**src/rtl/tmds_decoder.sv**
```systemverilog
// One TMDS sink channel. Finds the 10-bit symbol boundary in an unaligned
// deserialized word stream by hunting for runs of control tokens, then
// decodes aligned symbols into pixel data, control value and data enable.
module tmds_decoder #(
  parameter int CTRL_RUN = 8,     // identical-offset tokens needed to lock (>= 2)
  parameter int DWELL    = 4096,  // search cycles spent at one offset
  parameter int TIMEOUT  = 4096   // token-free cycles tolerated while locked
) (
  input  logic       clk_pix,
  input  logic       rst_n,
  input  logic [9:0] din,
  output logic [7:0] data,
  output logic [1:0] ctrl,
  output logic       de,
  output logic       locked,
  output logic [3:0] offset
);

  localparam int RUN_W = (CTRL_RUN > 2) ? $clog2(CTRL_RUN) : 1;
  localparam int DW_W  = (DWELL    > 2) ? $clog2(DWELL)    : 1;
  localparam int TO_W  = (TIMEOUT  > 2) ? $clog2(TIMEOUT)  : 1;

  localparam logic [RUN_W-1:0] RUN_LAST  = RUN_W'(CTRL_RUN - 1);
  localparam logic [DW_W-1:0]  DWELL_MAX = DW_W'(DWELL - 1);
  localparam logic [TO_W-1:0]  IDLE_MAX  = TO_W'(TIMEOUT - 1);

  typedef enum logic [1:0] {SEARCH, VERIFY, LOCKED} state_t;

  state_t            state;
  logic [9:0]        din_q;
  logic [19:0]       window;
  logic [9:0]        sym_next;
  logic [9:0]        sym;
  logic              tok_hit;
  logic [1:0]        tok_val;
  logic [7:0]        m_bits;
  logic [7:0]        dec;
  logic [RUN_W-1:0]  run_cnt;
  logic [DW_W-1:0]   dwell_cnt;
  logic [TO_W-1:0]   idle_cnt;

  // Offsets step 0..9 and wrap.
  function automatic logic [3:0] next_offset(input logic [3:0] o);
    return (o == 4'd9) ? 4'd0 : o + 4'd1;
  endfunction

  // Older word in the low half: bit 0 of the window is the earliest bit seen.
  assign window = {din, din_q};

  // Keep the previous word so a symbol straddling two words can be sliced out.
  // NOTE: sequential state uses non-blocking assignments so every register
  // samples pre-edge values regardless of statement order.
  always_ff @(posedge clk_pix or negedge rst_n) begin
    if (!rst_n) din_q <= '0;
    else        din_q <= din;
  end

  // Select the 10-bit symbol at the current alignment offset.
  // NOTE: every combinational output gets a default first so no path leaves
  // it unassigned and no latch is inferred.
  always_comb begin
    sym_next = window[9:0];
    for (int k = 1; k < 10; k++) begin
      if (offset == 4'(k)) sym_next = window[k +: 10];
    end
  end

  // Stage 1: register the aligned symbol.
  always_ff @(posedge clk_pix or negedge rst_n) begin
    if (!rst_n) sym <= '0;
    else        sym <= sym_next;
  end

  // Classify the stage-1 symbol as one of the four control tokens.
  always_comb begin
    tok_hit = 1'b1;
    tok_val = 2'b00;
    case (sym)
      10'h354: tok_val = 2'b00;
      10'h0AB: tok_val = 2'b01;
      10'h154: tok_val = 2'b10;
      10'h2AB: tok_val = 2'b11;
      default: tok_hit = 1'b0;
    endcase
  end

  // Undo DC balancing (bit 9) and XOR/XNOR transition coding (bit 8).
  always_comb begin
    m_bits = sym[9] ? ~sym[7:0] : sym[7:0];
    dec    = '0;
    dec[0] = m_bits[0];
    for (int i = 1; i < 8; i++) begin
      dec[i] = sym[8] ? (m_bits[i] ^ m_bits[i-1]) : ~(m_bits[i] ^ m_bits[i-1]);
    end
  end

  // Alignment FSM plus stage-2 output register; outputs follow the state being
  // entered so de/data never disagree with locked.
  always_ff @(posedge clk_pix or negedge rst_n) begin
    if (!rst_n) begin
      state     <= SEARCH;
      offset    <= '0;
      run_cnt   <= '0;
      dwell_cnt <= '0;
      idle_cnt  <= '0;
      locked    <= 1'b0;
      de        <= 1'b0;
      data      <= '0;
      ctrl      <= '0;
    end else begin
      case (state)
        SEARCH: begin
          locked <= 1'b0;
          de     <= 1'b0;
          data   <= '0;
          ctrl   <= '0;
          if (tok_hit) begin
            // A token found on the very cycle dwell expires keeps this offset.
            state     <= VERIFY;
            run_cnt   <= RUN_W'(1);
            dwell_cnt <= '0;
          end else if (dwell_cnt == DWELL_MAX) begin
            offset    <= next_offset(offset);
            dwell_cnt <= '0;
          end else begin
            dwell_cnt <= dwell_cnt + 1'b1;
          end
        end

        VERIFY: begin
          if (tok_hit) begin
            if (run_cnt == RUN_LAST) begin
              state    <= LOCKED;
              locked   <= 1'b1;
              idle_cnt <= '0;
              ctrl     <= tok_val;
              de       <= 1'b0;
              data     <= '0;
            end else begin
              run_cnt <= run_cnt + 1'b1;
            end
          end else begin
            // Run broken: this offset is wrong, try the next one.
            state     <= SEARCH;
            offset    <= next_offset(offset);
            dwell_cnt <= '0;
          end
        end

        LOCKED: begin
          if (tok_hit) begin
            idle_cnt <= '0;
            ctrl     <= tok_val;
            de       <= 1'b0;
            data     <= '0;
          end else if (idle_cnt == IDLE_MAX) begin
            // No blanking seen for too long; re-search starting at this offset.
            state     <= SEARCH;
            locked    <= 1'b0;
            dwell_cnt <= '0;
            de        <= 1'b0;
            data      <= '0;
            ctrl      <= '0;
          end else begin
            idle_cnt <= idle_cnt + 1'b1;
            de       <= 1'b1;
            data     <= dec;
          end
        end

        default: state <= SEARCH;
      endcase
    end
  end

endmodule
```
**config.mk**
```make
export PLATFORM = sky130hd
export DESIGN_NAME = tmds_decoder
export DESIGN_NICKNAME = d
export VERILOG_FILES = /design/src/rtl/tmds_decoder.sv
export SDC_FILE = /design/constraint.sdc
export NUM_CORES = 1
export LEC_CHECK = 0
export BUFFER_PORTS_ARGS = -buffer_cell sky130_fd_sc_hd__clkbuf_2
export CAP_MARGIN = 20
export CORE_AREA = 2 2 114 83
export CTS_BUF_LIST = sky130_fd_sc_hd__clkbuf_8 sky130_fd_sc_hd__clkbuf_16
export CTS_CLUSTER_SIZE = 28
export DETAILED_ROUTE_END_ITERATION = 12
export DIE_AREA = 0 0 116 85
export HOLD_SLACK_MARGIN = 0.03
export PLACE_DENSITY = 0.67
export SLEW_MARGIN = 20
export SYNTH_ARGS = -nofsm -noshare
export SYNTH_HDL_FRONTEND = slang
export SYNTH_SLANG_ARGS = --single-unit
```
**constraint.sdc**
```tcl
create_clock -name clk_pix -period 5.63 [get_ports clk_pix]
set_clock_uncertainty 0.2 [all_clocks]
set_input_delay 0.2815 -clock clk_pix [delete_from_list [all_inputs] [get_ports clk_pix]]
set_output_delay 0.2815 -clock clk_pix [all_outputs]
set_load 0.05 [all_outputs]
```
==> summary.md <==
| Metric | Value |
|---|---|
| DRT Wirelength | around 12,000 um |
| Final hold violation count | 0 |
| Fmax | between 300 and 400 MHz |
| WS Path Type | flip-flop to flip-flop |
| Kind of cell adding the most delay to the critical path | simple AND/OR/NAND/NOR gates |
| CP Data Arrival Time | between 3 and 4 ns |
| Die width | ~120 um |
| Ys flop type | dfrtp_1 |
| Worst Setup End Kind | flip-flop |
| Initial DRC Count | 440 |
| Die area | 9860 um2 |
| Min-delay worst type | flip-flop to flip-flop |
| Vias | between 4k and 5k |
| H-tree levels | 3 |
| CP max FO | 13 |
| Status | finished, final reports clean |
| CP Cell Sequence | ha_1, nand3_2, or4_4, or3_1, o21a_1, or3_1, o31ai_2 |
| Reg clk slew, reported paths | around 0.060 ns |
| Vias in the first global route | approximately 3.8k |
| Clk_lat worst skew | between 0.3 and 0.4 ns |
| Post-DP HPWL | between 8000 and 9000 um |
| Site row count | 29 |
| Tot Pwr | 1760 uW |
| Synth Cell Area | roughly 4300 um2 |
| Synth warnings | 0 |
| Sequential share of the synthesized area | a little under two fifths |
| Setup WS pre-CTS | approximately 2.5 ns |
| Placer Congestion | between 0.9 and 1 |
| I/O Buffers | 27 |
| Mapped Cells | 508 |
| Core area | about 9000 um2 |
| Hold Buf Count CTS | 11 |
| Vias per cell | 6.24 |
| Drt drc | 0 |
| Pleak | 0.00202 uW |
| Pin count of the biggest net entering global routing | 66 |
| Root buf cell | clkbuf_16 |
| CP max stage delay | around 0.6 ns |
| Total track usage | between 20% and 30% |
| Cell type with the largest total area after synthesis | dfrtp_1 |
| Setup Viol. Count Final | 0 |
| Most frequent cell after synthesis | dfrtp_1 |
| Clk buf depth | 2 |
| Initial Utilization | 48.9% |
| Synthesized flop and latch total | between 60 and 70 |
| CTS Buf Count | 9 |
| Ports | 28 |
| CTS tree | done |
| Wire per inst | 18.2 um |
| Grt ovf | 0 |
| Fraction of registers with async set or reset after synthesis | 100% |
| Nets | between 500 and 600 |
| Post-synth EDFFs | 0 |
| PD cells | approximately 360 nW/um2 |
| Routing usage on met3 | under 10% |
| Die Ht | approximately 85 um |
| Initial antenna violation count | 0 |
| ANT cells | 0 |
| Slowest CP cell | or4_4 |
| Grt peak-use layer | met1 |
| Fin Setup TNS | 0 ns |
| Period utilization | 56.9% |
| Most used cell, CP | or3_1 |
| Drt first pass iters | 5 |
| Syn_nets | 528 |
| Crit path launch type | flip-flop |
| First-pass GRT wire length | a little under 20,000 um |
| Share of cells above drive strength 1 | about an eighth |
| Buf/Inv on CP | 0 |
| M2 GR Usage | between 30 and 40% |
| Top-area cell type share of the netlist area | around 38% |
| Distinct cell type count after synthesis | 68 |
| Gates resized, CTS repair | 0 |
| Clk sink count | 65 |
| Post-synth top cells | dfrtp_1 (65), nor2_1 (46), o21ai_0 (44), nand2_1 (43), a21oi_1 (39) |
| Maximum VDD drop | roughly 200 uV |
| Post-CTS setup repair buffer count | 0 |
| Post-route ant nets | 0 |
| Tmin final | 3.20 ns |
| Synth top area cells | dfrtp_1 (38%), o21ai_0 (5.1%), a21oi_1 (4.5%) |
| Final max-slew violation count | 0 |
| Area Growth Syn to Fin | 13.8% |
| Synth Area per Inst | 8.46 um2 |
| RSZ-0062 raised after global routing | no |
| Worst slew pin tran | ~0.83 ns |
| GR Util met1 | between 30% and 40% |
| Critical Path RT | 5.68 ns |
| Setup ws final | 2.43 ns |
| Maxcap violations | 0 |
| Rel. slew slack | 44.4% |
## final timing paths
check	start	end	slack [ns]	cells past startpoint
worst max-delay path	idle_cnt[0]$_DFFE_PN0P_	dwell_cnt[7]$_DFFE_PN0P_	2.43	7
min in group asynchronous	rst_n	offset[0]$_DFFE_PN0P_	0.44	3
worst min-delay path	de$_DFFE_PN0P_	de$_DFFE_PN0P_	0.29	1
max in group asynchronous	rst_n	dwell_cnt[3]$_DFFE_PN0P_	4.22	3
worst max register to register	idle_cnt[0]$_DFFE_PN0P_	dwell_cnt[7]$_DFFE_PN0P_	2.43	7
worst min register to register	de$_DFFE_PN0P_	de$_DFFE_PN0P_	0.29	1
## power by group
group          leakage (uW)  internal [uW]  switching, uW
combinational       0.00101            222            358
clock              0.000150            347            229
sequential         0.000851            530           78.1
total               0.00202           1100            666
## routing by layer
layer	vias to the layer above	share of wire (%)	routed length (um)
li1	1916	-	-
met1	1988	48	5670
met2	161	43	5100
met3	18	7.8	932
met4	0	1.6	193
met5	-	0	0
## sequential cells by signal (all words and copies together) (netlist names)
| name | cells |
|---|---|
| data | 8 |
| de | 1 |
| state | 2 |
| offset | 4 |
| dwell_cnt | 12 |
| din_q | 10 |
| locked | 1 |
| sym | 10 |
| ctrl | 2 |
| idle_cnt | 12 |
| run_cnt | 3 |
## final cells by class
cell class	count	area, um2
flip-flops and latches	65	1630
fillers	853	3890
clock buffers	9	225
well taps	124	155
multi-input cells	394	2480
inverters	13	48.8
clock inverters	7	78.8
repair buffers	42	275
## cell families (layout without fill, tap and decap cells)
logic type | Yosys count | in the layout | synth area share [%]
xor+xnor | 21 | 21 | 4.28
flops | 65 | 65 | 37.8
buf+inv | 49 | 71 | 4.51
fa+ha+maj | 8 | 8 | 2.33
mux | 13 | 13 | 3.46
compound gates | 175 | 175 | 27.0
simple gates | 177 | 177 | 20.5
## placed cells by master, fill, tap and decap left out, types with 5 or more instances in the layout
master | Yosys | routed
a31oi_1 | 6 | 6
xor2_1 | 9 | 9
nand2b_1 | 12 | 12
dfrtp_1 | 65 | 65
o21ai_0 | 44 | 44
o22ai_1 | 12 | 12
clkbuf_2 | 0 | 26
o31ai_1 | 7 | 7
clkbuf_16 | 0 | 9
nand2_1 | 43 | 43
ha_1 | 8 | 8
nor2_1 | 46 | 46
or3_1 | 6 | 6
nor3_1 | 13 | 12
inv_1 | 12 | 12
xnor2_1 | 12 | 12
mux2_2 | 5 | 5
nor2b_1 | 16 | 16
o221ai_1 | 6 | 6
mux2i_1 | 7 | 7
a21oi_1 | 39 | 39
a22o_1 | 12 | 12
nand3_1 | 16 | 16
a22oi_1 | 5 | 5
dlygate4sd3_1 | 0 | 11
## stage by stage
| stage | hold WS [ns] | instance area (um2) | utilization (%) | instances |
|---|---|---|---|---|
| 6_report | 0.287 | 4890 | 55.7 | 654 |
| 5_1_grt | 0.310 | 4890 | 55.7 | 654 |
| 4_1_cts | 0.295 | 4890 | 55.7 | 654 |
| 3_5_place_dp | 0.193 | 4470 | 50.9 | 627 |
| 3_3_place_gp | 0.193 | 4470 | 50.9 | 627 |
| 2_1_floorplan | -0.214 | 4300 | - | 508 |
(Power assumes the default switching activity.)
